==> config.mk <==
export PLATFORM = sky130hd
export DESIGN_NAME = serial_logic_unit
export DESIGN_NICKNAME = d
export VERILOG_FILES = /design/src/rtl/serial_logic_pkg.sv /design/src/rtl/serial_logic_unit_bit_op_cell.sv /design/src/rtl/serial_logic_unit.sv
export SDC_FILE = /design/constraint.sdc
export NUM_CORES = 1
export LEC_CHECK = 0
export CORE_ASPECT_RATIO = 1.1
export CORE_MARGIN = 8
export CORE_UTILIZATION = 38
export CTS_BUF_LIST = sky130_fd_sc_hd__clkbuf_4 sky130_fd_sc_hd__clkbuf_8
export CTS_CLUSTER_DIAMETER = 50
export DETAILED_ROUTE_END_ITERATION = 8
export GPL_TIMING_DRIVEN = 0
export PLACE_DENSITY = 0.64
export SYNTH_ARGS = -nofsm -noshare
export SYNTH_HDL_FRONTEND = slang
export SYNTH_SLANG_ARGS = --single-unit
==> constraint.sdc <==
create_clock -name clk -period 1.8 [get_ports clk]
set_input_delay 0.45 -clock clk [delete_from_list [all_inputs] [get_ports clk]]
set_output_delay 0.45 -clock clk [all_outputs]
set_load 0.005 [all_outputs]
==> src/rtl/serial_logic_pkg.sv <==
`default_nettype none
// ============================================================================
// Module      : serial_logic_pkg
// Description : Shared opcode constants and FSM state type for the bit-serial
//               bitwise logic unit.
// Revision    : 1.0 - initial release
// ============================================================================
package serial_logic_pkg;

    // Opcode encoding shared with the parallel bitwise blocks
    localparam logic [1:0] OP_AND  = 2'b00;
    localparam logic [1:0] OP_OR   = 2'b01;
    localparam logic [1:0] OP_XOR  = 2'b10;
    localparam logic [1:0] OP_NAND = 2'b11;

    // Control FSM states; encoding 2'b11 is unused and recovers to IDLE
    typedef enum logic [1:0] {
        IDLE = 2'b00,
        RUN  = 2'b01,
        DONE = 2'b10
    } state_t;

endpackage
`default_nettype wire

==> src/rtl/serial_logic_unit_bit_op_cell.sv <==
`default_nettype none
// ============================================================================
// Module      : bit_op_cell
// Description : One-bit bitwise function f(a_bit, b_bit, op) built from gate
//               primitives, selected by the shared opcode encoding.
// Revision    : 1.0 - initial release
// ============================================================================
module bit_op_cell
    import serial_logic_pkg::*;
(
    input  logic       a_bit,
    input  logic       b_bit,
    input  logic [1:0] op,
    output logic       f
);

    wire w_and;
    wire w_or;
    wire w_xor;
    wire w_nand;

    and  u_and  (w_and,  a_bit, b_bit);
    or   u_or   (w_or,   a_bit, b_bit);
    xor  u_xor  (w_xor,  a_bit, b_bit);
    nand u_nand (w_nand, a_bit, b_bit);

    // Select the gate output matching the opcode
    always_comb begin
        f = w_and;
        case (op)
            OP_AND:  f = w_and;
            OP_OR:   f = w_or;
            OP_XOR:  f = w_xor;
            OP_NAND: f = w_nand;
            default: f = w_and;
        endcase
    end

endmodule
`default_nettype wire

==> src/rtl/serial_logic_unit.sv <==
`default_nettype none
// ============================================================================
// Module      : serial_logic_unit
// Description : Bit-serial AND/OR/XOR/NAND unit. Operands are accepted over a
//               valid/ready handshake, processed LSB first one bit per clock,
//               and the result is returned over a second handshake.
// Revision    : 1.0 - initial release
// ============================================================================
module serial_logic_unit
    import serial_logic_pkg::*;
#(
    parameter int WIDTH = 16
)(
    input  logic             clk,
    input  logic             rst,
    input  logic             in_valid,
    output logic             in_ready,
    input  logic [WIDTH-1:0] a,
    input  logic [WIDTH-1:0] b,
    input  logic [1:0]       op,
    output logic             out_valid,
    input  logic             out_ready,
    output logic [WIDTH-1:0] result,
    output logic             busy
);

    localparam int               CNT_W  = $clog2(WIDTH);
    localparam logic [CNT_W-1:0] C_LAST = CNT_W'(WIDTH - 1);

    state_t           r_state_q,  w_state_d;
    logic [WIDTH-1:0] r_sa_q,     w_sa_d;
    logic [WIDTH-1:0] r_sb_q,     w_sb_d;
    logic [1:0]       r_sop_q,    w_sop_d;
    logic [CNT_W-1:0] r_cnt_q,    w_cnt_d;
    logic [WIDTH-1:0] r_result_q, w_result_d;
    logic             w_bit;

    // Function of the current LSBs of the operand shift registers
    bit_op_cell u_cell (
        .a_bit (r_sa_q[0]),
        .b_bit (r_sb_q[0]),
        .op    (r_sop_q),
        .f     (w_bit)
    );

    // State, datapath and counter registers
    always_ff @(posedge clk or posedge rst) begin
        if (rst) begin
            r_state_q  <= IDLE;
            r_sa_q     <= '0;
            r_sb_q     <= '0;
            r_sop_q    <= OP_AND;
            r_cnt_q    <= '0;
            r_result_q <= '0;
        end else begin
            r_state_q  <= w_state_d;
            r_sa_q     <= w_sa_d;
            r_sb_q     <= w_sb_d;
            r_sop_q    <= w_sop_d;
            r_cnt_q    <= w_cnt_d;
            r_result_q <= w_result_d;
        end
    end

    // Next-state and datapath update; result fills from the MSB end so that
    // after WIDTH shifts bit i lines up with operand bit i
    always_comb begin
        w_state_d  = r_state_q;
        w_sa_d     = r_sa_q;
        w_sb_d     = r_sb_q;
        w_sop_d    = r_sop_q;
        w_cnt_d    = r_cnt_q;
        w_result_d = r_result_q;
        case (r_state_q)
            IDLE: begin
                if (in_valid) begin
                    w_sa_d     = a;
                    w_sb_d     = b;
                    w_sop_d    = op;
                    w_cnt_d    = '0;
                    w_result_d = '0;
                    w_state_d  = RUN;
                end
            end
            RUN: begin
                w_result_d = {w_bit, r_result_q[WIDTH-1:1]};
                w_sa_d     = r_sa_q >> 1;
                w_sb_d     = r_sb_q >> 1;
                w_cnt_d    = r_cnt_q + 1'b1;
                if (r_cnt_q == C_LAST) begin
                    w_state_d = DONE;
                end
            end
            DONE: begin
                if (out_ready) begin
                    w_state_d = IDLE;
                end
            end
            default: begin
                w_state_d = IDLE;
            end
        endcase
    end

    assign in_ready  = (r_state_q == IDLE);
    assign out_valid = (r_state_q == DONE);
    assign busy      = (r_state_q == RUN) || (r_state_q == DONE);
    assign result    = r_result_q;

endmodule
`default_nettype wire

== Yosys cells after proc, flatten, opt, wreduce, memory -nomap -nowiden ==
Cells that the tools add are included.

* Add/sub/neg operators: 1
* Eq/ne operators: 9
* Muxes and demuxes: 13
* Bitwise logic cells: 4
* Reduce and logical (&&, ||, !) cells: 7

{| class="wikitable"
|+ Operator list
! cell !! number
|-
| $pmux 16 s2 || 3
|-
| $mux 16 || 3
|-
| $pmux 4 s2 || 1
|-
| $eq 2x2->1 const B || 3
|-
| $mux 2 || 3
|-
| $pmux 2 s3 || 1
|-
| $add 4x1->4 const B || 1
|-
| $eq 2x1->1 const B || 2
|-
| $eq 4x4->1 const B || 1
|-
| $logic_not 2->1 || 2
|-
| $mux 4 || 1
|-
| $ne 2x2->1 const B || 2
|-
| $pmux 1 s4 || 1
|-
| $reduce_and 2->1 || 2
|-
| $reduce_and 3->1 || 1
|-
| $ne 2x1->1 const B || 1
|-
| $reduce_bool 2->1 || 1
|-
| $and 1x1->1 || 1
|-
| $logic_or 1x1->1 || 1
|-
| $not 1->1 || 1
|-
| $or 1x1->1 || 1
|-
| $xor 1x1->1 || 1
|}

* Flip-flop bits (word level): 56
* Input port bits: 38

== Depth between registers and ports, before layout ==
* Depth after elaboration: 4
* Gate-level depth with buffers: 8
* Mapped depth without buffers: 5

== Hierarchy ==
From an unflattened synthesis, not the netlist that was laid out.

* Cells, all modules: 229
* Area total of the unflattened synthesis: 2,607.5 sq um

{| class="wikitable"
|+ Modules (own cells, without submodules)
! module !! instances !! cells an instance !! area an instance (sq um) !! sequential area each (sq um)
|-
| serial_logic_unit || 1 || 219 || 2,543.7 || 1,401.3
|-
| bit_op_cell || 1 || 10 || 63.8 || 0.0
|}

== Worst setup path after synthesis ==
No wires, ideal clock.

* Kind: register to register
* Start point: reg r_state_q[0]
* End point: reg r_result_q[0], in the netlist result[0]
* Library setup time: 0.121 ns
* Arrival time: 1.452 ns
* Setup slack: 0.227 ns
* Stages on the path, launching flop included: 9
* Path buffers: 3
* Clock period less this slack: 1.573 ns
* Path through: dfrtp_1 > inv_1 > ha_1 > buf_6 > nor2b_4 > nor2b_2 > buf_6 > buf_8 > a22o_1

* Word-level cells in the longest chain between the ends: 3
* Elaborated cells on any way between the ends: 6
* Those cells by class: eq/ne: 2; mux: 1; reduce/logical: 3

{| class="wikitable"
|+ RTL lines
! item !! RTL line !! text
|-
| start, declared || serial_logic_unit.sv:30 || <nowiki>state_t r_state_q, w_state_d;</nowiki>
|-
| start signal, assigned || serial_logic_unit.sv:56 || <nowiki>r_state_q <= w_state_d;</nowiki>
|-
| $logic_not 2->1 (*) || -- ||
|-
| via in_ready || serial_logic_unit.sv:17 || <nowiki>output logic in_ready,</nowiki>
|-
| $ne 2x2->1 (no source line) or $reduce_bool 2->1 (tied branches) || -- ||
|-
| $reduce_and 2->1 (no source line) || -- ||
|-
| end signal, assigned || serial_logic_unit.sv:61 || <nowiki>r_result_q <= w_result_d;</nowiki>
|-
| end, declared || serial_logic_unit.sv:35 || <nowiki>logic [WIDTH-1:0] r_result_q, w_result_d;</nowiki>
|}

Mark *: on every way through the listed nets, which the timed path passes. The rest lies on a longest branch.
A chain may end at the register's enable or synchronous reset.

== Worst setup path in the final report ==
* Start point: reg r_state_q[0]
* End point: reg r_cnt_q[2]

* Word-level cells in the longest chain between the ends: 3
* Elaborated cells on any way between the ends: 6
* Those cells by class: eq/ne: 2; mux: 1; reduce/logical: 3

{| class="wikitable"
|+ RTL lines
! item !! RTL line !! text
|-
| $eq 2x1->1 or $logic_not 2->1 (tied branches) || serial_logic_unit.sv:74 || <nowiki>case (r_state_q)</nowiki>
|-
| $reduce_bool 2->1 (no source line) or $ne 2x2->1 (tied branches) || -- ||
|-
| $reduce_and 2->1 (no source line) || -- ||
|-
| end signal, assigned || serial_logic_unit.sv:60 || <nowiki>r_cnt_q <= w_cnt_d;</nowiki>
|-
| end, declared || serial_logic_unit.sv:34 || <nowiki>logic [CNT_W-1:0] r_cnt_q, w_cnt_d;</nowiki>
|}

Parallel ways exist; a longest one is shown, timed or not.

==> impl_metrics.json <==
{
  "seqPwrFrac_pct": 39.3,
  "path_max_fanout": 10,
  "vias": 1949,
  "final_common_cell": "dfrtp_1",
  "synth_area_leaders": "dfrtp_1 53%, mux2i_1 9.9%, a22o_1 7.0%",
  "ys_ff_latch": 56,
  "ant_nets": 0,
  "ctsHoldBuffers": 0,
  "endpoint_kind": "register",
  "num_rows": 31,
  "crit_family": "buffers and inverters",
  "min_path_type": "register to register",
  "crit_top_cell": "buf_4",
  "status": "completed",
  "ys.flop_type": "dfrtp_1",
  "dpl_cell_area_um2": 3290,
  "num-fill-cells": 586,
  "die_area_um2": 9830,
  "internal_power_mw": 3.43,
  "tightest_slew_ps": 532,
  "leakage_nw": 1.55,
  "setup_ws_ps": 99.3,
  "final.period_utilization_pct": 94.5,
  "cts_tree": "yes",
  "dp_hpwl_mm": 4.17,
  "cts-buffers-inserted": 5,
  "htreeDepth": 2,
  "place_inst": 366,
  "cts.sinks": 56,
  "grt_usage_pct": 12.2,
  "overflow": 0,
  "core-area_um2": 6630,
  "setup_viol": 0,
  "grt_antenna_before_repair": 0,
  "crit_required_ps": 2000,
  "share_comb_of_total_power_pct": 45.1,
  "post-place-ws_ps": -222,
  "dieWidth_um": 95.3,
  "synth_edf_count": 0,
  "layout.cells.non_filler": 379,
  "cp.arrival_ps": 1900,
  "cellPowerDensity_nw_per_um2": 1540,
  "maxCapViolCount": 0,
  "gp_routability_congestion": 0.735,
  "worstSetupStartpointType": "register",
  "drt_iter0_drc": 84,
  "critPathSlowestCell": "dfrtp_1",
  "grt_pass1_wl_mm": 9.49,
  "fin_area_um2": 3460,
  "period_needed_ps": 1700,
  "whs_ps": 494,
  "clockBufferDepth": 2,
  "crit_buf_inv": 3,
  "fin_setup_tns_ps": 0,
  "firstDrtPassIters": 4,
  "drcViolationCount": 0,
  "synthesis.nets": 272,
  "antenna_cells": 0,
  "timing.fmax_ghz": 0.588,
  "cp_cell_sequence": "buf_4 -> ha_1 -> buf_4 -> mux2i_4 -> buf_2 -> o21ai_1 -> a22o_1",
  "yosysTopAreaCellShare_pct": 53.4,
  "power.share.switching_pct": 35.4,
  "slew_headroom_pct": 64.5,
  "final_hold_viol_count": 0,
  "io_pins": 57,
  "clkLatencyLatePin_ps": 310,
  "fin_skew_ps": 2.80,
  "yosysWarnings": 0,
  "grt_max_degree": 57,
  "wl_mm": 5.73,
  "nNetsFinal": 340,
  "layout-drive-gt1-share_pct": 14.8,
  "port_buffers": 56,
  "p_clk_share_pct": 15.6,
  "synth_area_leader_cell": "dfrtp_1",
  "cts_root_buf": "clkbuf_8",
  "grt_pass1_vias": 2045,
  "p_switching_mw": 1.89,
  "clkTransAtPathRegs_ps": 100,
  "final_cell_mix": "56 x dfrtp_1, 53 x clkdlybuf4s50_1, 32 x nand2_1",
  "synth_cell_types": 34,
  "cp_slowest_stage_delay_ps": 410,
  "ys_async_sr_fraction_pct": 100,
  "start_util_pct": 39.6,
  "drv_slew": 0,
  "rsz0062_at_grt": "true",
  "ir_drop_uv": 646,
  "yosysSeqAreaShare_pct": 53.4,
  "netlist_instances": 228,
  "syn_to_final_growth_pct": 31.7,
  "wl_per_cell_um": 15.1,
  "path_class": "register to register",
  "synth_area_per_cell_um2": 11.5,
  "netlist_area_um2": 2630,
  "die_h_um": 103,
  "viasPerCell": 5.14
}
final cells by class:
cell class	instances	area, um2	share of cell area [%]
inverters	6	26.3	0.759
repair buffers	61	607	17.5
plain buffers	15	126	3.65
clock inverters	3	42.5	1.23
well taps	82	103	2.97
clock buffers	5	68.8	1.99
multi-input cells	151	1080	31.4
flip-flops and latches	56	1400	40.5
power groups by stage:
stage	combinational (mW)	clock, mW	sequential [mW]
global route	2.66	0.894	2.16
detailed placement	2.38	0	2.11
finish	2.40	0.830	2.09
CTS	2.39	0.849	2.09
floorplan	1.72	0	2.02
global placement	2.33	0	2.09
logic make-up (layout without fill, tap and decap cells):
family	count (synthesis)	after routing	share of synthesized area, %
buf+inv	21	90	5.43
mux	29	29	11.6
fa+ha+maj	6	6	2.86
simple gates	53	53	9.62
compound gates	63	63	17.1
flops	56	56	53.4
sequential cells by signal, indices dropped and copies added, names as in the netlist:
signal and count:
r_sa_q 16, r_sb_q 16, result 16, r_cnt_q 4, r_sop_q 2, r_state_q 2
path summary, 6_finish.rpt:
kind,start,end,slack [ps],cells past startpoint
worst max-delay path,r_state_q[0],r_cnt_q[2],100,7
worst min-delay path,r_sa_q[10],r_sa_q[10],490,2
worst max register to register,r_state_q[0],r_cnt_q[2],100,7
worst min register to register,r_sa_q[10],r_sa_q[10],490,2
max in group asynchronous,rst,r_state_q[1],750,3
min in group asynchronous,rst,r_sa_q[2],520,2
metrics by stage:
| step | power [mW] | utilization, % |
|---|---|---|
| global placement | 4.42 | 49.7 |
| CTS | 5.33 | 51.5 |
| floorplan | 3.75 | - |
| finish | 5.32 | 52.2 |
| detailed placement | 4.49 | 49.7 |
| global route | 5.71 | 52.2 |
cells in the mapped netlist (all sizes together), types with 2 or more instances:
library cell  count
clkbuf            2
nand2b            7
ha                6
nand2            32
a22o             21
o31ai             3
mux2              2
mux2i            27
o221a             4
nor2b             5
o21ai            28
nand3             2
buf              13
nor2              3
inv               6
dfrtp            56
routing by layer:
layer / wire length [um] / up-vias / global-route usage [%]
met5: 0 / - / 0
met4: 43 / 0 / 3.25
met3: 352 / 4 / 3.39
met2: 2690 / 44 / 19.8
met1: 2650 / 947 / 15.5
li1: - / 954 / -
timing repair:
item | CTS | global route
resized for setup | 4 | 9
endpoints found under the setup margin | 4 | 22
cloned | 0 | 1
hold endpoints to repair | 0 | 0
buffers inserted | 2 | 1
worst reg2reg max path, cell delays in order, from the launching register on:
cell     delay (ps)
dfrtp_1         410
buf_4           150
ha_1            200
buf_4           170
mux2i_4         220
buf_2           190
o21ai_1          80
a22o_1          180
Power figures use the tool's default switching activity.
